**config.mk**
```make
export PLATFORM = sky130hd
export DESIGN_NAME = fft_mag_framer_flat
export DESIGN_NICKNAME = d
export VERILOG_FILES = /design/src/rtl/fft_mag_framer_pkg.sv /design/src/rtl/fft_mag_framer_if.sv /design/src/rtl/fft_mag_calc.sv /design/src/rtl/fft_mag_framer.sv /design/src/flat_wrapper.sv
export SDC_FILE = /design/constraint.sdc
export NUM_CORES = 1
export LEC_CHECK = 0
export BUFFER_PORTS_ARGS = -buffer_cell sky130_fd_sc_hd__buf_2
export CAP_MARGIN = 20
export CORE_MARGIN = 5
export CORE_UTILIZATION = 40
export DETAILED_ROUTE_END_ITERATION = 7
export GPL_ROUTABILITY_DRIVEN = 0
export GPL_TIMING_DRIVEN = 0
export PLACE_DENSITY = 0.62
export RECOVER_POWER = 25
export SETUP_SLACK_MARGIN = 0.02
export SYNTH_ARGS = -nofsm -noshare
export SYNTH_HDL_FRONTEND = slang
export SYNTH_HIERARCHICAL = 1
export SYNTH_SLANG_ARGS = --single-unit
```
**constraint.sdc**
```tcl
create_clock -name sys_clk -period 2.49 [get_ports sys_clk]
set_clock_uncertainty 0.2 [all_clocks]
set_input_delay 0.1245 -clock sys_clk [delete_from_list [all_inputs] [get_ports sys_clk]]
set_output_delay 0.1245 -clock sys_clk [all_outputs]
set_load 0.02 [all_outputs]
```
**src/rtl/fft_mag_framer_pkg.sv**
```systemverilog
// Shared defaults and FSM encodings for the FFT magnitude framer and the LCD top.
// The bin/frame counter widths are derived from these in the framer itself.
package fft_mag_framer_pkg;

  localparam int DEF_FFT_LEN = 128;
  localparam int DEF_DATA_W  = 16;
  localparam int DEF_OUT_W   = 16;

  typedef enum logic [1:0] {
    IDLE = 2'd0,
    PASS = 2'd1,
    SKIP = 2'd2
  } state_t;

  // Width of a counter that must hold 0..v-1, never narrower than one bit.
  function automatic int cnt_w(input int v);
    return (v > 1) ? $clog2(v) : 1;
  endfunction

endpackage

```
**src/rtl/fft_mag_framer_if.sv**
```systemverilog
// Streaming bundle between FFT core, magnitude framer and the LCD FIFO controller.
// master = the environment around the framer, slave = the framer itself.
interface fft_mag_framer_if #(
  parameter int DATA_W = 16,
  parameter int OUT_W  = 16
);
  logic signed [DATA_W-1:0] src_real;
  logic signed [DATA_W-1:0] src_imag;
  logic                     src_sop;
  logic                     src_eop;
  logic                     src_valid;
  logic                     src_ready;
  logic [OUT_W-1:0]         fft_data;
  logic                     fft_sop;
  logic                     fft_eop;
  logic                     fft_valid;
  logic                     frame_err;

  modport master (
    output src_real, src_imag, src_sop, src_eop, src_valid,
    input  src_ready, fft_data, fft_sop, fft_eop, fft_valid, frame_err
  );

  modport slave (
    input  src_real, src_imag, src_sop, src_eop, src_valid,
    output src_ready, fft_data, fft_sop, fft_eop, fft_valid, frame_err
  );
endinterface

```
**src/rtl/fft_mag_calc.sv**
```systemverilog
// Three-stage magnitude estimate: |re|,|im| -> max/min -> max + min/4 + min/8,
// then right shift and saturate. sop/eop/valid travel alongside the data.
module fft_mag_calc #(
  parameter int DATA_W = 16,
  parameter int OUT_W  = 16,
  parameter int SHIFT  = 0
) (
  input  logic                     clk_i,
  input  logic                     rst_i,
  input  logic signed [DATA_W-1:0] re_i,
  input  logic signed [DATA_W-1:0] im_i,
  input  logic                     valid_i,
  input  logic                     sop_i,
  input  logic                     eop_i,
  output logic [OUT_W-1:0]         mag_o,
  output logic                     valid_o,
  output logic                     sop_o,
  output logic                     eop_o
);

  localparam int MW = (DATA_W + 1 > OUT_W) ? DATA_W + 1 : OUT_W;
  localparam logic [MW-1:0] OUT_MAX = MW'({OUT_W{1'b1}});

  // Two's-complement negate in unsigned arithmetic so the most negative
  // input lands on 2^(DATA_W-1) instead of wrapping.
  function automatic logic [DATA_W-1:0] abs_u(input logic [DATA_W-1:0] x);
    return x[DATA_W-1] ? (~x + 1'b1) : x;
  endfunction

  logic [DATA_W-1:0] a_q, b_q;
  logic [DATA_W-1:0] mx_q, mn_q;
  logic [OUT_W-1:0]  mag_q, mag_d;
  logic [2:0]        vld_q, sop_q, eop_q;

  logic [DATA_W:0]   sum;
  logic [DATA_W:0]   sum_sh;
  logic [MW-1:0]     sum_ext;

  always_comb begin
    sum     = {1'b0, mx_q} + (DATA_W+1)'(mn_q >> 2) + (DATA_W+1)'(mn_q >> 3);
    sum_sh  = sum >> SHIFT;
    sum_ext = MW'(sum_sh);
    mag_d   = (sum_ext > OUT_MAX) ? {OUT_W{1'b1}} : OUT_W'(sum_ext);
  end

  always_ff @(posedge clk_i) begin
    if (rst_i) begin
      a_q   <= '0;
      b_q   <= '0;
      mx_q  <= '0;
      mn_q  <= '0;
      mag_q <= '0;
      vld_q <= '0;
      sop_q <= '0;
      eop_q <= '0;
    end else begin
      a_q   <= abs_u(re_i);
      b_q   <= abs_u(im_i);
      mx_q  <= (a_q >= b_q) ? a_q : b_q;
      mn_q  <= (a_q >= b_q) ? b_q : a_q;
      mag_q <= mag_d;
      vld_q <= {vld_q[1:0], valid_i};
      sop_q <= {sop_q[1:0], sop_i & valid_i};
      eop_q <= {eop_q[1:0], eop_i & valid_i};
    end
  end

  assign mag_o   = mag_q;
  assign valid_o = vld_q[2];
  assign sop_o   = sop_q[2];
  assign eop_o   = eop_q[2];

endmodule

```
**src/rtl/fft_mag_framer.sv**
```systemverilog
// Turns the FFT core's complex bin stream into the 16-bit magnitude stream for
// the LCD path, keeping only the positive half and 1 of every FRAME_DIV frames.
module fft_mag_framer
  import fft_mag_framer_pkg::*;
#(
  parameter int DATA_W    = DEF_DATA_W,
  parameter int OUT_W     = DEF_OUT_W,
  parameter int FFT_LEN   = DEF_FFT_LEN,
  parameter int HALF_ONLY = 1,
  parameter int FRAME_DIV = 4,
  parameter int SHIFT     = 0
) (
  input  logic             sys_clk,
  input  logic             sys_rst,
  fft_mag_framer_if.slave  io
);

  localparam int BW   = $clog2(FFT_LEN) + 1;
  localparam int FW   = cnt_w(FRAME_DIV);
  localparam int HALF = FFT_LEN / 2;

  localparam logic [BW-1:0] LAST_BIN  = BW'(FFT_LEN - 1);
  localparam logic [BW-1:0] HALF_BIN  = BW'(HALF);
  localparam logic [BW-1:0] HALF_LAST = BW'(HALF - 1);
  localparam logic [FW-1:0] FCNT_MAX  = FW'(FRAME_DIV - 1);

  state_t        state_q, state_d;
  logic [BW-1:0] bin_cnt_q, bin_cnt_d;
  logic [FW-1:0] frame_cnt_q, frame_cnt_d;
  logic          err_q, err_d;
  logic          ready_q;

  logic          fwd, fwd_sop, fwd_eop, last_bin;

  always_comb begin
    state_d     = state_q;
    bin_cnt_d   = bin_cnt_q;
    frame_cnt_d = frame_cnt_q;
    err_d       = 1'b0;
    fwd         = 1'b0;
    fwd_sop     = 1'b0;
    fwd_eop     = 1'b0;
    last_bin    = 1'b0;

    if (io.src_valid) begin
      if (io.src_sop) begin
        // Any sop restarts framing, even mid-frame; the old frame is abandoned.
        err_d       = (state_q != IDLE) || io.src_eop;
        frame_cnt_d = (frame_cnt_q == FCNT_MAX) ? '0 : frame_cnt_q + FW'(1);
        bin_cnt_d   = BW'(1);
        fwd         = (frame_cnt_q == '0);
        fwd_sop     = 1'b1;
        fwd_eop     = io.src_eop || ((HALF_ONLY != 0) && (HALF_LAST == '0));
        if (io.src_eop || (LAST_BIN == '0)) begin
          state_d   = IDLE;
          bin_cnt_d = '0;
        end else begin
          state_d = fwd ? PASS : SKIP;
        end
      end else if (state_q == IDLE) begin
        err_d = 1'b1;
      end else begin
        last_bin  = (bin_cnt_q == LAST_BIN);
        fwd       = (state_q == PASS) && ((HALF_ONLY == 0) || (bin_cnt_q < HALF_BIN));
        fwd_eop   = io.src_eop || ((HALF_ONLY != 0) && (bin_cnt_q == HALF_LAST));
        err_d     = (io.src_eop != last_bin);
        bin_cnt_d = bin_cnt_q + BW'(1);
        if (io.src_eop || last_bin) begin
          state_d   = IDLE;
          bin_cnt_d = '0;
        end
      end
    end
  end

  always_ff @(posedge sys_clk) begin
    if (sys_rst) begin
      state_q     <= IDLE;
      bin_cnt_q   <= '0;
      frame_cnt_q <= '0;
      err_q       <= 1'b0;
      ready_q     <= 1'b0;
    end else begin
      state_q     <= state_d;
      bin_cnt_q   <= bin_cnt_d;
      frame_cnt_q <= frame_cnt_d;
      err_q       <= err_d;
      ready_q     <= 1'b1;
    end
  end

  assign io.src_ready = ready_q;
  assign io.frame_err = err_q;

  fft_mag_calc #(
    .DATA_W (DATA_W),
    .OUT_W  (OUT_W),
    .SHIFT  (SHIFT)
  ) u_calc (
    .clk_i   (sys_clk),
    .rst_i   (sys_rst),
    .re_i    (io.src_real),
    .im_i    (io.src_imag),
    .valid_i (fwd),
    .sop_i   (fwd_sop),
    .eop_i   (fwd_eop),
    .mag_o   (io.fft_data),
    .valid_o (io.fft_valid),
    .sop_o   (io.fft_sop),
    .eop_o   (io.fft_eop)
  );

endmodule

```
**src/flat_wrapper.sv**
```systemverilog
// flat-port wrapper written by rule: the top's interface ports become plain ports
module fft_mag_framer_flat import fft_mag_framer_pkg::*;
#(
  parameter int DATA_W    = DEF_DATA_W,
  parameter int OUT_W     = DEF_OUT_W,
  parameter int FFT_LEN   = DEF_FFT_LEN,
  parameter int HALF_ONLY = 1,
  parameter int FRAME_DIV = 4,
  parameter int SHIFT     = 0
)
  (sys_clk, sys_rst, io_src_real, io_src_imag, io_src_sop, io_src_eop, io_src_valid, io_src_ready, io_fft_data, io_fft_sop, io_fft_eop, io_fft_valid, io_frame_err);
  fft_mag_framer_if #(.DATA_W(DATA_W), .OUT_W(OUT_W)) io_i ();
  input  logic sys_clk;
  input  logic sys_rst;
  input wire logic [$bits(io_i.src_real)-1:0] io_src_real;
  input wire logic [$bits(io_i.src_imag)-1:0] io_src_imag;
  input wire logic [$bits(io_i.src_sop)-1:0] io_src_sop;
  input wire logic [$bits(io_i.src_eop)-1:0] io_src_eop;
  input wire logic [$bits(io_i.src_valid)-1:0] io_src_valid;
  output wire logic [$bits(io_i.src_ready)-1:0] io_src_ready;
  output wire logic [$bits(io_i.fft_data)-1:0] io_fft_data;
  output wire logic [$bits(io_i.fft_sop)-1:0] io_fft_sop;
  output wire logic [$bits(io_i.fft_eop)-1:0] io_fft_eop;
  output wire logic [$bits(io_i.fft_valid)-1:0] io_fft_valid;
  output wire logic [$bits(io_i.frame_err)-1:0] io_frame_err;
  assign io_i.src_real = io_src_real;
  assign io_i.src_imag = io_src_imag;
  assign io_i.src_sop = io_src_sop;
  assign io_i.src_eop = io_src_eop;
  assign io_i.src_valid = io_src_valid;
  assign io_src_ready = io_i.src_ready;
  assign io_fft_data = io_i.fft_data;
  assign io_fft_sop = io_i.fft_sop;
  assign io_fft_eop = io_i.fft_eop;
  assign io_fft_valid = io_i.fft_valid;
  assign io_frame_err = io_i.frame_err;
  fft_mag_framer #(.DATA_W(DATA_W), .OUT_W(OUT_W), .FFT_LEN(FFT_LEN), .HALF_ONLY(HALF_ONLY), .FRAME_DIV(FRAME_DIV), .SHIFT(SHIFT)) u_core (.sys_clk(sys_clk), .sys_rst(sys_rst), .io(io_i));
endmodule
```
---- Word level (Yosys, flattened, before mapping) ----
Cells that the tools add are included.
Widths: inputs -> output; s select.
operators by class
  $add $sub $neg .......................... 6
  $mul .................................... 0
  divide/modulo/power cells ............... 0
  $lt $le $gt $ge ......................... 3
  eq/ne operators ......................... 6
  shift operators ......................... 0
  multiplexer cells ....................... 26
  bitwise gates (word level) .............. 7
  reductions and logical operators ........ 14
operators by type and width
  operator               count
  $mux 16                3
  $add 16x1->16 const B  2
  $not 16->16            2
  $mux 15                2
  $mux 8                 3
  $add 16x14->17         1
  $add 17x13->17         1
  $gt 17x16->1 const B   1
  $ge 16x16->1           1
  $mux 1                 12
  $mux 2                 6
  $add 8x1->8 const B    1
  $eq 8x6->1 const B     1
  $eq 8x7->1 const B     1
  $lt 8x7->1 const B     1
  $reduce_or 2->1        3
  $logic_not 2->1        2
  $reduce_and 2->1       2
  $reduce_bool 2->1      2
  $logic_or 1x1->1       3
  $not 1->1              3
  $reduce_and 3->1       1
  $add 2x1->2 const B    1
  $and 1x1->1            2
  other kinds (5)        5
storage, ports and cells
  flip-flop bits (word level) ............. 103
  latch bits .............................. 0
  bits in writable memories ............... 0
  ROM bits ................................ 0
  input bits .............................. 37
  output and inout port bits .............. 21
  memories kept ........................... 0

---- Logic depth before layout (Yosys ltp) ----
Gate-level depths: netlist of the first run.
  depth in word-level cells ............... 6
  depth in mapped cells ................... 11

---- Modules after synthesis ----
The synthesis of the first run kept the hierarchy.
modules (own cells, without submodules)
  module          instances  cells each  area an instance (um^2)  sequential area each (um^2)
  fft_mag_calc    1          463         4490.6                   1741.7
  fft_mag_framer  1          83          725.7                    280.3

---- Least setup slack after synthesis of the first run ----
Ideal clock, no wire load.
  path type ............................... register -> register
  start ................................... register u_core.u_calc.mn_q[3]
  end ..................................... register u_core.u_calc.mag_q[11], in the netlist u_core/u_calc/mag_o[11]
  library setup time ...................... 0.133 ns
  arrival ................................. 2.409 ns
  required time ........................... 2.157 ns
  setup slack ............................. -0.251 ns
  stages on the path, launching flop included .. 12
  path buffers ............................ 0
  path through ............................ dfxtp_1 inv_1 fa_1 inv_1 ha_1 fa_1 a211oi_1 o21bai_1 a21boi_0 o21bai_1 xnor2_1 o21ai_0
on the way
  cells in the longest elaborated chain, start to end .. 4
ends and longest elaborated chain
  item                    line                text
  from (decl)             fft_mag_calc.sv:31  logic [DATA_W-1:0] mx_q, mn_q;
  from (signal assigned)  fft_mag_calc.sv:60  mn_q <= (a_q >= b_q) ? b_q : a_q;
  $add 16x14->17          fft_mag_calc.sv:40  sum = {1'b0, mx_q} + (DATA_W+1)'(mn_q >> 2) + (DATA_W+1)'(mn_q >> 3);
  $add 17x13->17 (*)      fft_mag_calc.sv:40
  $gt 17x16->1            fft_mag_calc.sv:43  mag_d = (sum_ext > OUT_MAX) ? {OUT_W{1'b1}} : OUT_W'(sum_ext);
  $mux 16 (*)             fft_mag_calc.sv:43
  to (signal assigned)    fft_mag_calc.sv:61  mag_q <= mag_d;
  to (decl)               fft_mag_calc.sv:32  logic [OUT_W-1:0] mag_q, mag_d;
Every way passes the cells marked *; elsewhere a longest branch is shown, timed or not.
A chain may end at the register's enable or synchronous reset.

---- Worst setup path after layout of the first run ----
  start ................................... register u_core.u_calc.mx_q[1]
  end ..................................... register u_core.u_calc.mag_q[15], in the netlist u_core/u_calc/mag_o[15]
on the way
  cells in the longest elaborated chain, start to end .. 4
ends and longest elaborated chain
  item                    line                text
  from (decl)             fft_mag_calc.sv:31
  from (signal assigned)  fft_mag_calc.sv:59  mx_q <= (a_q >= b_q) ? a_q : b_q;
  $add 16x14->17 (*)      fft_mag_calc.sv:40
  $add 17x13->17 (*)      fft_mag_calc.sv:40
  $gt 17x16->1            fft_mag_calc.sv:43
  $mux 16 (*)             fft_mag_calc.sv:43
Marked as above.

==> impl_metrics.toml, run 1 <==
[floorplanning]
die_x_um = 124
core_area_um2 = 12700
die_h_um = 124
row_count = 41
io_pins = 58
die_area_um2 = 15400
initial_core_util_pct = 41.0

[clock_network]
cts_max_level = 3
clock_sinks = 101
cts_buffers = 9
clk_latency_ps = 340
cts_root_buffer = "clkbuf_16"
cts_buffer_depth = 2
path_clk_slew_ps = 60
cts_tree = "built"

[route]
wl_per_cell_um = 12.9
drc = 0
avgViaCountPerCell = 4.82
ant_nets = 0
first_pass_iters = 4
wl_um = 10900
vias = 4084
drt_iter0_markers = 206

[logic_synthesis]
yosysTopAreaCell = "dfxtp_1"
async_flop_share_pct = 0
yosysWarnings = 6
synth_area_leaders = "dfxtp_1, ha_1, mux2i_1, fa_1, xor2_1"
ys_ff_latch = 101
syn_area_per_cell_um2 = 9.55
synth.top_cell.area_share_pct = 38.8
synthesis.area_um2 = 5220
synth.net_count = 634
synth_cell_types = 51
synth-main-ff-cell = "dfxtp_1"
synth_edf_count = 0
seq_area_frac_synth_pct = 38.8
synthCells = 546

[power]
p_total_mw = 4.65
leakage_nw = 2.95
p_sw_share_pct = 27.5
internal_power_mw = 3.37
power_frac_seq_pct = 39.6
p_clk_share_pct = 33.9
pwr-share-comb_pct = 26.5
power_density_nw_per_um2 = 668
peakVddDrop_mv = 0.334
p_sw_mw = 1.28

[critical_path]
rr_endpoint = "u_core/u_calc/mag_o[15]"
crit_fanout = 3
crit_chain = "inv_2 > fa_1 > inv_1 > ha_2 > fa_2 > a21o_1 > a21oi_2 > o211ai_1 > nand2b_1 > nor3_2 > a311oi_2"
worstRegToRegCells = 11
worst_setup_path_start_kind = "flop"
max_stage_delay_ps = 520
end_kind = "flop"
cp.arrival_ps = 2770
path_buf_inv = 2
crit_type = "flop to flop"
critical_path.slowest_cell = "fa_1"
ff2ff_setup_slack_ps = -230
cp.required_ps = 2540
cpLargestDelayFamily = "adder cells"
regToRegStartpoint = "u_core/u_calc/mx_q[1]"

[worst_hold_path]
worstHoldStart = "io_src_real[7]"
hp-class = "primary input to flop"
holdPathEnd = "u_core/u_calc/a_q[9]"
min_path_cells = 4

[sta]
fin_crit_sh_pct = 109
rsz0062_at_grt = "yes"
finalMaxSlewViolations = 0
fin_ws_ps = -232
relSlewSlack_pct = 63.6
finalCriticalPeriod_ps = 2720
finalSetupViolations = 16
hold_violations = 0
fmax_mhz = 367
tightest_slew_ps = 546

[placed_design]
port_buffers = 57
post-place-ws_ps = -302
place_inst = 775
post-dp-hpwl_um = 8010
dpl_cell_area_um2 = 5780

[global_routing]
grt_pass1_vias = 4015
overflow = 0
grt_util_all_layers_pct = 14.8
grt_max_degree = 17
grt_pass1_wl_um = 18300
antenna_found_initial = 0

[layout]
antenna_cells = 0
post-route-util_pct = 54.8
nNetsFinal = 758
finalInstanceArea_um2 = 6970
layout_common_cells = "dfxtp_1, nor2_1, dlygate4sd3_1"
syn_to_final_growth_pct = 33.6
final_layout_size_suffix_gt1_share_pct = 20.3
finalNonFillerCells = 847
final_common_cell = "dfxtp_1"

[status]
status = "complete, but fails checks"
violations = "setup timing"

[flow_run]
drv_cap = 0
[final cells by class]
cell class | instances | area (um2)
Buffer | 18 | 123
Clock buffer | 10 | 239
Clock inverter | 6 | 110
Fill cell | 1160 | 5750
Inverter | 38 | 143
Multi-Input combinational cell | 389 | 3260
Sequential cell | 101 | 2030
Tap cell | 172 | 215
Timing Repair Buffer | 113 | 842
[synth_stat cells (all sizes together), types with 10 or more instances]
library cell / n
fa: 14
dfxtp: 101
inv: 38
nand2b: 37
nor2: 45
nand2: 16
mux2i: 35
clkbuf: 11
o21ai: 35
xor2: 30
ha: 37
a21oi: 20
nor2b: 11
nand3: 10
nor3: 11
o31ai: 14
[cell families after synthesis]
logic type      count (synthesis)  synth area share [%]
compound gates                107                  13.3
flops                         101                  38.8
xor+xnor                       37                  6.21
fa+ha+maj                      51                  14.2
simple gates                  159                  16.3
mux                            35                  6.72
buf+inv                        56                  4.49
[state kept, by name (all words and copies together) (netlist names)]
name / flops
u_core/u_calc/mag_o: 16
u_core/u_calc/sop_q: 3
u_core/bin_cnt_q: 8
u_core/io.src_ready: 1
u_core/frame_cnt_q: 2
u_core/state_q: 2
u_core/u_calc/mx_q: 16
u_core/u_calc/vld_q: 3
u_core/u_calc/b_q: 16
u_core/u_calc/eop_q: 3
u_core/u_calc/a_q: 16
u_core/io.frame_err: 1
u_core/u_calc/mn_q: 14
[worst max-delay path by stage]
stage	cells after the start	slack, ps	endpoint	start
after global routing	11	-300	u_core/u_calc/mag_o[13]	u_core/u_calc/mx_q[1]
final	11	-230	u_core/u_calc/mag_o[15]	u_core/u_calc/mx_q[1]
after detailed placement	9	-300	u_core/u_calc/mn_q[8]	u_core/u_calc/a_q[0]
after global placement	11	-290	u_core/u_calc/mag_o[13]	u_core/u_calc/mx_q[1]
after CTS	11	-210	u_core/u_calc/mag_o[13]	u_core/u_calc/mx_q[1]
after floorplan	11	-100	u_core/u_calc/mag_o[13]	u_core/u_calc/mx_q[1]
[tightest hold or removal path, delay by kind of cell]
kind            cells  cell delay (ps)
simple gates        1               50
buf+inv             1              100
xor+xnor            1              140
compound gates      1               90
[stage by stage]
| step | setup TNS [ps] | hold WS [ps] |
|---|---|---|
| final | -2210 | 22.5 |
| after global routing | -4050 | 50.0 |
| after CTS | -662 | 4.26 |
| after detailed placement | -9760 | 127 |
| after global placement | -7990 | 125 |
| after floorplan | -243 | -6.43 |
[per-layer routing]
layer	vias up	share of wire [%]	global-route usage, %
met1	1841	46	18.9
met3	11	4.5	3.04
met4	0	1.3	4.65
li1	2141	-	-
met5	-	0	0
met2	91	48	25.2
[power by group through the flow]
| stage | clock, mW | combinational (mW) | sequential (mW) |
|---|---|---|---|
| floorplan | 0 | 0.666 | 1.93 |
| finish | 1.58 | 1.23 | 1.84 |
| detailed placement | 0 | 0.973 | 1.88 |
| CTS | 1.62 | 1.17 | 1.84 |
| global placement | 0 | 0.960 | 1.87 |
| global route | 1.69 | 1.36 | 1.86 |
[what timing repair did]
item | CTS | global route
hold buffers | 39 | 0
setup buffers | 10 | 4
pin swaps | 28 | 13
resized for setup | 37 | 38
endpoints found under the hold margin | 39 | 0
setup endpoints to repair | 46 | 56
gates cloned | 2 | 1
Power figures use the tool's default switching activity.
==> run 2, diff against run 1 <==
--- a/config.mk
+++ b/config.mk
@@ -15,6 +15,7 @@
 export PLACE_DENSITY = 0.62
 export RECOVER_POWER = 25
 export SETUP_SLACK_MARGIN = 0.02
+export SLEW_MARGIN = 10
 export SYNTH_ARGS = -nofsm -noshare
 export SYNTH_HDL_FRONTEND = slang
 export SYNTH_HIERARCHICAL = 1
==> constraint.sdc (replaced) <==
create_clock -name sys_clk -period 2.3 [get_ports sys_clk]
set_clock_uncertainty 0.2 [all_clocks]
set_input_delay 0.115 -clock sys_clk [delete_from_list [all_inputs] [get_ports sys_clk]]
set_output_delay 0.115 -clock sys_clk [all_outputs]
set_load 0.02 [all_outputs]
==> impl_metrics.toml, run 2 (same netlist as run 1, synthesis figures left out) <==
[status]
status = "complete, but fails checks"
violations = "setup timing"

[clock_network]
cts_max_level = 3
cts_buffers = 9
clk_latency_ps = 340
cts_root_buffer = "clkbuf_16"
cts_buffer_depth = 2
clock_sinks = 101
path_clk_slew_ps = 70
cts_tree = "built"

[sta]
hold_violations = 0
tightest_slew_ps = 544
rsz0062_at_grt = "yes"
fin_crit_sh_pct = 119
relSlewSlack_pct = 63.7
finalMaxSlewViolations = 0
finalCriticalPeriod_ps = 2740
fin_ws_ps = -440
finalSetupViolations = 32
fmax_mhz = 365

[global_routing]
antenna_found_initial = 0
grt_util_all_layers_pct = 16.0
grt_pass1_wl_um = 19500
grt_pass1_vias = 4274
grt_max_degree = 18
overflow = 0

[route]
wl_met2_um = 5840
drt_iter0_markers = 151
ant_nets = 0
routed.top_layer = "met4"
vias = 4156
avgViaCountPerCell = 4.87
wl_per_cell_um = 13.7
wl_met1_um = 5220
drc = 0
dr_wl_met3_um = 402
wl_um = 11700
first_pass_iters = 4

[floorplanning]
die_h_um = 124
io_pins = 58
die_x_um = 124
initial_core_util_pct = 41.0
die_area_um2 = 15400
row_count = 41
core_area_um2 = 12700

[critical_path]
cpLargestDelayFamily = "adder cells"
end_kind = "flop"
ff2ff_setup_slack_ps = -440
crit_fanout = 3
path_buf_inv = 2
rr_endpoint = "u_core/u_calc/mag_o[13]"
startpoint = "u_core/u_calc/mn_q[3]"
crit_chain = "inv_1 > fa_1 > inv_1 > ha_2 > fa_2 > a21o_1 > a21oi_2 > o211ai_1 > a21oi_1 > xor2_1 > o21ai_1"
crit_type = "flop to flop"
cp.arrival_ps = 2760
cpMostUsedCell = "inv_1"
critical_path.slowest_cell = "fa_1"
worstRegToRegCells = 11
regToRegStartpoint = "u_core/u_calc/mn_q[3]"
cp.required_ps = 2320
max_stage_delay_ps = 490
worst_setup_path_start_kind = "flop"

[placed_design]
post-place-ws_ps = -511
post-dp-hpwl_um = 8170
port_buffers = 57

[power]
leakage_nw = 2.99
p_total_mw = 4.97
power_density_nw_per_um2 = 701
peakVddDrop_mv = 0.434

[worst_hold_path]
min_path_cells = 4
worstHoldStart = "io_src_real[3]"
hp-class = "primary input to flop"
holdPathEnd = "u_core/u_calc/a_q[4]"

[layout]
final_common_cell = "dfxtp_1"
layout_common_cells = "dfxtp_1, dlygate4sd3_1, nor2_1"
final_layout_size_suffix_gt1_share_pct = 22.3
nNetsFinal = 765
antenna_cells = 0
syn_to_final_growth_pct = 36.0

[flow_run]
drv_cap = 0
## run 2: cell types whose count changed in the layout (fill, tap and decap cells not counted), moves of 3 or more
| cell | change |
|---|---|
| buf_2 | +4 |
| ha_1 | -4 |
| o21ai_2 | -3 |
| clkbuf_1 | -7 |
| dlygate4sd3_1 | +6 |
| o31ai_2 | +3 |
| o31ai_1 | -3 |
| ha_2 | +3 |
## run 2: worst max path at each step
| stage | slack (ps) | cells past startpoint | endpoint |
|---|---|---|---|
| 2_1_floorplan | -290 | 11 | u_core/u_calc/mag_o[13] |
| 3_3_place_gp | -470 | 11 | u_core/u_calc/mag_o[13] |
| 3_5_place_dp | -510 | 11 | u_core/u_calc/mag_o[13] |
| 4_1_cts | -450 | 11 | u_core/u_calc/mag_o[13] |
| 5_1_grt | -560 | 11 | u_core/u_calc/mag_o[13] |
| 6_report | -440 | 11 | u_core/u_calc/mag_o[13] |
## run 2: per-stage QoR
step / cell area, um2 / setup TNS [ps] / hold WS [ps] / std cells / util, %
floorplan: 5360 / -1800 / -15.9 / 546 / -
global placement: 5860 / -12620 / 129 / 775 / 46.1
detailed placement: 5860 / -13440 / 129 / 775 / 46.1
CTS: 6960 / -3920 / 12.4 / 852 / 54.7
global route: 7090 / -9890 / 68.7 / 854 / 55.8
finish: 7090 / -4620 / 32.9 / 854 / 55.8
## run 2: report_power, final
| group | leakage, nW | switching (mW) | internal (mW) |
|---|---|---|---|
| Sequential | 0.834 | 0.0839 | 1.91 |
| Clock | 0.142 | 0.667 | 0.880 |
| Combinational | 2.02 | 0.722 | 0.709 |
| Total | 2.99 | 1.47 | 3.50 |
## run 2: layout make-up
class	instances	area (um2)
Tap cell	172	215
Timing Repair Buffer	120	921
Buffer	18	124
Sequential cell	101	2030
Multi-Input combinational cell	389	3350
Inverter	38	143
Clock buffer	10	239
Fill cell	1127	5630
Clock inverter	6	70.1
## run 2: worst register-to-register path, delay by kind of cell, from the launching register on
family | cells | cell delay (ps)
AOI/OAI and AO/OA | 5 | 770
DFF | 1 | 330
adders and majority gates | 3 | 1040
xor gates and xnor gates | 1 | 170
buffers and inverters | 2 | 90
## run 2: per-layer routing
| metal | global-route usage, % | vias up |
|---|---|---|
| met4 | 8.35 | 0 |
| met2 | 27.3 | 74 |
| met1 | 19.3 | 1910 |
| li1 | - | 2154 |
| met5 | 0 | - |
| met3 | 2.41 | 18 |
## run 2: what timing repair did
item	in CTS	in global routing
setup buffers	14	3
resized for setup	45	34
setup endpoints to repair	54	76
pin swaps	25	13
hold buffers	45	0
gates cloned	3	0
endpoints found under the hold margin	39	0
